$ cat src/rtl/uart_pkg.sv
// uart_pkg: shared UART types, constants and parity helper for read_uart/write_uart
package uart_pkg;
    typedef enum logic [2:0] {IDLE, START, DATA, PARITY, STOP, WAIT_HIGH} rx_state_t;
    localparam int UART_DATA_BITS = 8;
    function automatic logic uart_parity(input logic [7:0] b);
        return ^b;
    endfunction
endpackage

$ cat src/rtl/uart_sync.sv
// uart_sync: 2-flop synchronizer for an asynchronous input, reset value 1
// Ports: clk, rst (sync, active-high), d (async in), q (synchronized out)
module uart_sync (
    input  logic clk,
    input  logic rst,
    input  logic d,
    output logic q
);
    logic meta_q, sync_q;
    always_ff @(posedge clk) begin
        if (rst) begin
            meta_q <= 1'b1;
            sync_q <= 1'b1;
        end else begin
            meta_q <= d;
            sync_q <= meta_q;
        end
    end
    assign q = sync_q;
endmodule

$ cat src/rtl/read_uart.sv
// read_uart: UART receiver, start + 8 data bits LSB-first + optional even parity + stop
// Ports: clk, rst (sync, active-high), RxD (async, idle high),
//        data (last byte), valid (1-cycle strobe), parity_err / frame_err (qualified by valid)
// Macro READ_UART_PARITY_EN adds the parity bit between bit 7 and stop; otherwise 8N1.
module read_uart
    import uart_pkg::*;
#(
    parameter int freq = 347
) (
    input  logic       clk,
    input  logic       rst,
    input  logic       RxD,
    output logic [7:0] data,
    output logic       valid,
    output logic       parity_err,
    output logic       frame_err
);
    localparam logic [8:0] BIT_END = 9'(freq);
    localparam logic [8:0] MID = 9'(freq >> 1);
    logic       rx_s;
    rx_state_t  state_q, state_d;
    logic [8:0] cnt_q, cnt_d;
    logic [2:0] idx_q, idx_d;
    logic [7:0] shift_q, shift_d, data_q, data_d;
    logic       valid_q, valid_d, frame_err_q, frame_err_d;
`ifdef READ_UART_PARITY_EN
    logic       par_pend_q, par_pend_d, parity_err_q, parity_err_d;
`endif
    uart_sync u_sync (.clk(clk), .rst(rst), .d(RxD), .q(rx_s));
    always_comb begin
        state_d     = state_q;
        cnt_d       = cnt_q + 9'd1;
        idx_d       = idx_q;
        shift_d     = shift_q;
        data_d      = data_q;
        valid_d     = 1'b0;
        frame_err_d = frame_err_q;
`ifdef READ_UART_PARITY_EN
        par_pend_d   = par_pend_q;
        parity_err_d = parity_err_q;
`endif
        case (state_q)
            IDLE: begin
                cnt_d = '0;
                if (!rx_s) state_d = START;
            end
            START: if (cnt_q == MID) begin
                // restarting the count here puts every later sample at mid-bit
                cnt_d   = '0;
                idx_d   = '0;
                state_d = rx_s ? IDLE : DATA;
            end
            DATA: if (cnt_q == BIT_END) begin
                cnt_d          = '0;
                shift_d[idx_q] = rx_s;
                idx_d          = idx_q + 3'd1;
                if (idx_q == 3'(UART_DATA_BITS - 1))
`ifdef READ_UART_PARITY_EN
                    state_d = PARITY;
`else
                    state_d = STOP;
`endif
            end
`ifdef READ_UART_PARITY_EN
            PARITY: if (cnt_q == BIT_END) begin
                cnt_d      = '0;
                par_pend_d = rx_s ^ uart_parity(shift_q);
                state_d    = STOP;
            end
`endif
            STOP: if (cnt_q == BIT_END) begin
                cnt_d       = '0;
                data_d      = shift_q;
                frame_err_d = ~rx_s;
                valid_d     = 1'b1;
`ifdef READ_UART_PARITY_EN
                parity_err_d = par_pend_q;
`endif
                // a low stop bit waits for the line to recover so a break yields one frame
                state_d = rx_s ? IDLE : WAIT_HIGH;
            end
            WAIT_HIGH: begin
                cnt_d = '0;
                if (rx_s) state_d = IDLE;
            end
            default: begin
                cnt_d   = '0;
                state_d = IDLE;
            end
        endcase
    end
    always_ff @(posedge clk) begin
        if (rst) begin
            state_q     <= IDLE;
            cnt_q       <= '0;
            idx_q       <= '0;
            shift_q     <= '0;
            data_q      <= '0;
            valid_q     <= 1'b0;
            frame_err_q <= 1'b0;
`ifdef READ_UART_PARITY_EN
            par_pend_q   <= 1'b0;
            parity_err_q <= 1'b0;
`endif
        end else begin
            state_q     <= state_d;
            cnt_q       <= cnt_d;
            idx_q       <= idx_d;
            shift_q     <= shift_d;
            data_q      <= data_d;
            valid_q     <= valid_d;
            frame_err_q <= frame_err_d;
`ifdef READ_UART_PARITY_EN
            par_pend_q   <= par_pend_d;
            parity_err_q <= parity_err_d;
`endif
        end
    end
    assign data      = data_q;
    assign valid     = valid_q;
    assign frame_err = frame_err_q;
`ifdef READ_UART_PARITY_EN
    assign parity_err = parity_err_q;
`else
    assign parity_err = 1'b0;
`endif
endmodule
$ cat config.mk
export PLATFORM = sky130hd
export DESIGN_NAME = read_uart
export DESIGN_NICKNAME = d
export VERILOG_FILES = /design/src/rtl/uart_pkg.sv /design/src/rtl/uart_sync.sv /design/src/rtl/read_uart.sv
export SDC_FILE = /design/constraint.sdc
export NUM_CORES = 1
export LEC_CHECK = 0
export CAP_MARGIN = 25
export CORE_UTILIZATION = 25
export DETAILED_ROUTE_END_ITERATION = 8
export HOLD_SLACK_MARGIN = 0.03
export PLACE_DENSITY = 0.46
export SLEW_MARGIN = 25
export SYNTH_ARGS = -nofsm -noshare
export SYNTH_HDL_FRONTEND = slang
export SYNTH_SLANG_ARGS = --single-unit
$ cat constraint.sdc
create_clock -name clk -period 1.82 [get_ports clk]
set_input_delay 0.364 -clock clk [delete_from_list [all_inputs] [get_ports clk]]
set_output_delay 0.364 -clock clk [all_outputs]
set_load 0.01 [all_outputs]
; ---- Word-level counts from Yosys, hierarchy flattened
; Cells that the tools add are included.
[classes]
add_sub_neg = 2
multipliers = 0
div = 0
magnitude_cmp = 2
n_eq_ne = 13
n_shift = 0
mux = 19
bitwise = 2
n_reduce_logical = 9
[op_table]
columns = cell, n
row1 = two-way mux 3 bit, 9
row2 = two-way mux 9 bit, 2
row3 = case mux 9 bit (2 select lines), 1
row4 = case mux 3 bit (5 select lines), 1
row5 = != test 2 bit (second input constant), 5
row6 = adder 9 x 1 -> 9 bit (second input constant), 1
row7 = equality test 3 bit (second input constant), 3
row8 = equality test 9 x 8 -> 1 bit (second input constant), 1
row9 = equality test 9 bit (second input constant), 1
row10 = bitwise mux 8 bit, 1
row11 = case mux 3 bit (2 select lines), 1
row12 = AND reduction 6 bit, 1
row13 = < comparator 3 x 4 -> 1 bit (second input constant), 1
row14 = AND reduction 2 bit, 2
row15 = OR reduction 2 bit, 2
row16 = adder 3 x 1 -> 3 bit (second input constant), 1
row17 = demux 1 bit (select 3 bit), 1
row18 = equality test 3 x 1 -> 1 bit (second input constant), 1
row19 = equality test 3 x 2 -> 1 bit (second input constant), 1
row20 = greater-or-equal comparator 3 x 1 -> 1 bit (second input constant), 1
row21 = zero test 3 bit, 1
row22 = AND reduction 3 bit, 1
row23 = two-way mux 1 bit, 2
row24 = two-way mux 2 bit, 1
row25 = 4 further kinds, 5
[totals]
register_bits = 35
latch_bits = 0
ram_bits = 0
mem_bits_ro = 0
input_bits = 3
out_inout_bits = 11
mem_count = 0

; ---- Depth between registers and ports, before layout
[depth]
ltp_word = 5
mapped_depth = 6
ltp_nobuf = 6

; ---- Cells and area by module
; From an unflattened synthesis, not the netlist that was laid out.
[hier_totals]
hier_cells = 169
area_unflattened_um2 = 1652.8
[modules_own_cells]
columns = module, n_inst, cells_each, area_per_inst_um2
row1 = read_uart, 1, 165, 1600.3
row2 = uart_sync, 1, 4, 52.6

; ---- Worst setup path after synthesis
; No wires, ideal clock.
[synth_timing]
kind = reg-to-reg
start = register cnt_q[0]
end = register state_q[2]
setup_ns = 0.096
arrival_ns = 1.649
path_slack_ns = 0.076
stages_incl_launch_ff = 6
n_path_buf = 0
period_less_slack_ns = 1.744
cell_sequence = dfxtp_1 > ha_1 > and4_1 > a211oi_2 > or3_4 > o41ai_2
[synth_via]
elab_chain_cells = 3
word_cells_on_any_way = 6
classes_between = 5 x eq/ne / 1 x reduce/logical
[synth_lines]
columns = element, line_no
row1 = from (decl), read_uart.sv:22  ; logic [8:0] cnt_q, cnt_d;
row2 = from (signal assigned), read_uart.sv:107  ; cnt_q <= cnt_d;
row3 = equality test 9 bit / equality test 9 x 8 -> 1 bit (equally long branches), "read_uart.sv:53, read_uart.sv:71, read_uart.sv:47"
row4 = != test 2 bit (no line), n/a
row5 = AND reduction 6 bit (no line) (*), n/a
row6 = to (signal assigned), read_uart.sv:106  ; state_q <= state_d;
row7 = to (decl), read_uart.sv:21  ; rx_state_t state_q, state_d;
; Mark *: on every way between the ends. The rest lies on a longest branch, timed or not.
; A chain may end at the register's enable or synchronous reset.

; ---- Final worst setup path
[layout_timing]
start = register state_q[1]
end = register state_q[2]
[layout_via]
elab_chain_cells = 3
word_cells_on_any_way = 13
classes_between = 10 x eq/ne / 1 x mux / 2 x reduce/logical
[layout_lines]
columns = element, line_no
row1 = equality test 3 bit (tied with other cells), read_uart.sv:42  ; case (state_q)
row2 = != test 2 x 1 -> 1 bit (no line) / != test 2 bit (equally long branches), n/a
row3 = AND reduction 6 bit (no line), n/a
; Parallel ways exist; a longest one is shown, timed or not.

==> results.tsv <==
metric	value	unit
outcome	finished clean	
largest net degree at the start of global routing	14	
initial antenna violation count	0	
sequential cell area	701	sq um
first-pass GRT wire length	5290	microns
H-tree lvl count	2	
Clock Path Buffers	2	
All-Layer GR Usage	10.4	%
setup tns final	0	ns
count of final setup violators	0	
Die Y	82.4	microns
DRC	0	
worst hold path cell count	1	
CTS root buf	clkbuf_8	
commonest register cell after synthesis	dfxtp_1	
Post-DP Area	1900	sq um
register bit total from synthesis	35	
slowest stage delay, CP	0.41	ns
Worst-path clk slew	0.07	ns
worst slack, placed	0.128	ns
final hold viol count	0	
Core Box Area	6060	sq um
full die area	6790	sq um
placed wire-length estimate	2230	microns
Hold Buf Count CTS	0	
Pre-Repair DR Iteration Count	4	
global route total overflow	0	
Post-CTS Setup Bufs	0	
leakage power	0.826	nW
Sink Count	35	
mean routed wirelength per cell	11.4	microns
Pins Over Slew Limit	0	
CTS Buf Count	5	
Fill cells	649	
Reg2Reg Setup Slack	0.11	ns
gpl congestion	0.751	
Nets	200	
period utilisation layout	93.9	%
synthesized area per cell	9.68	sq um
Worst-Skew Late Latency	0.28	ns
CP arrival	1.90	ns
Worst Path Required	2.01	ns
PD cells	759	nW/um^2
post_cts resized	0	
Mapped Area	1620	sq um
CTS tree	done	
total wire length	3080	microns
startpoint types	flip-flop	
WHS Endpoint	u_sync.q	
# IOs	14	
Worst setup EP type	flip-flop	
hold_sp	u_sync.meta_q	
Avg Vias per Cell	4.49	
fin util	32.8	%
VDD IR max	0.426	mV
Design Area, Final	1990	sq um
f_max	0.585	GHz
fin crit period	1.71	ns
vias in the first global route	1137	
DRT iter0 DRCs	49	
CP max stage cell	dfxtp_1	
Post-synth EDFFs	0	
reg2reg start	state_q[1]	
share of cells above drive strength 1	20.1	%
clk_skew	0.00181	ns
Hold Crit Class	flip-flop to flip-flop	
worst-path maximum fanout	11	
WS Path Type	flip-flop to flip-flop	
unrepaired setup endpoints after global routing	no	
Vias	1208	
post-layout total power	0.00151	W
Layout area overhead	22.8	%
n_diodes	0	
Critical Path, Cell by Cell	or2_2 > a32o_1 > or3_4 > o41ai_2	
max_cap viols	0	
input/output buffers	12	
Starting Density	26.7	%
row cnt	28	
Die X	82.4	microns
r2r endpoint	state_q[2]	
YS warnings	0	
multi-input logic area	855	sq um
post-synth cell types	40	
Mapped Cells	167	
final setup margin	0.112	ns
Mapped Nets	174	
Final ANT Viol Nets	0	
post-synthesis sequential area ratio	43.3	%
reg2reg path depth	4	
asr flop ratio synth	0	%
## synth_stat cells (all sizes together), types with 2 or more instances
cell type | instances | share of area, %
nand4 | 3 | 1.2
a21oi | 6 | 2.1
and3 | 3 | 1.2
nand3 | 12 | 3.7
nand2 | 14 | 3.3
or2 | 4 | 1.5
xor2 | 6 | 3.3
clkbuf | 3 | 0.70
ha | 4 | 3.1
o211ai | 4 | 2.2
nor2 | 20 | 4.6
o41ai | 2 | 2.0
dfxtp | 35 | 43
xnor2 | 2 | 1.1
nor4b | 2 | 2.4
o21ai | 2 | 0.62
and4 | 3 | 1.8
o311ai | 2 | 1.1
buf | 6 | 2.4
inv | 3 | 0.70
nor3b | 4 | 1.9
mux2i | 16 | 9.9
## area by class of cell
cell class	instances	area share [%]
multi-input cells	120	43.0
inverters	3	0.567
clock inverters	2	0.630
repair buffers	28	12.1
clock buffers	6	3.65
well taps	75	4.73
flip-flops and latches	35	35.3
## critical path: cells and delay by family, from the launching register on
kind            cells  cell delay [ns]
simple gates        2             0.66
compound gates      2             0.54
flops               1             0.41
## flip-flops by register name, indices dropped and copies added (netlist names)
signal,cells
data,8
frame_err,1
state_q,3
u_sync.meta_q,1
valid,1
u_sync.q,1
shift_q,8
cnt_q,9
idx_q,3
## per-stage QoR
| stage | hold WS (ns) | std cells |
|---|---|---|
| floorplan | 0.389 | 167 |
| global placement | 0.395 | 261 |
| detailed placement | 0.408 | 261 |
| CTS | 0.424 | 269 |
| global route | 0.435 | 269 |
| finish | 0.417 | 269 |
## worst max-delay path by stage
stage	startpoint	endpoint	slack [ns]	cells past startpoint
after floorplan	cnt_q[0]	state_q[2]	0.08	5
after global placement	state_q[1]	state_q[2]	0.16	4
after detailed placement	idx_q[0]	state_q[2]	0.13	6
after CTS	state_q[1]	state_q[2]	0.10	4
after global routing	state_q[1]	state_q[2]	0.007	4
final	state_q[1]	state_q[2]	0.11	4
## cell usage in the layout, fill, tap and decap left out, types with 2 or more instances in the layout
| master | count |
|---|---|
| nand3_1 | 12 |
| nand4_1 | 3 |
| nor3b_1 | 4 |
| clkbuf_8 | 5 |
| ha_1 | 4 |
| xnor2_1 | 2 |
| or2_2 | 4 |
| o311ai_0 | 2 |
| nor2_1 | 20 |
| buf_4 | 16 |
| o41ai_2 | 2 |
| o21ai_0 | 2 |
| a21oi_1 | 5 |
| nand2_1 | 14 |
| mux2i_1 | 16 |
| xor2_1 | 6 |
| dfxtp_1 | 35 |
| and3_1 | 2 |
| and4_2 | 2 |
| o211ai_1 | 3 |
| inv_1 | 3 |
| clkdlybuf4s50_1 | 12 |
## where the power goes
group	internal (W)	total (W)	switching, W
registers	0.000778	0.000792	0.0000143
logic	0.0000710	0.000166	0.0000953
clock network	0.000267	0.000548	0.000281
total	0.00112	0.00151	0.000390
## logic make-up (layout without fill, tap and decap cells)
logic type	Yosys count	in the layout	share of synthesized area, %
xor gates and xnor gates	8	8	4.33
DFF	35	35	43.3
AOI/OAI and AO/OA	19	19	10.1
other	1	1	0.232
buffers and inverters	12	39	3.79
adders and majority gates	4	4	3.10
muxes	16	16	9.91
and+or+nand+nor	72	72	25.2
## routing by layer
metal	routed length (microns)	vias to the layer above	global-route usage, %
li1	-	640	-
met1	1580	549	13.9
met2	1340	14	15.1
met3	101	5	3.08
met4	64	0	5.26
met5	0	-	0
Note: power is estimated with default switching activity, not from simulation.
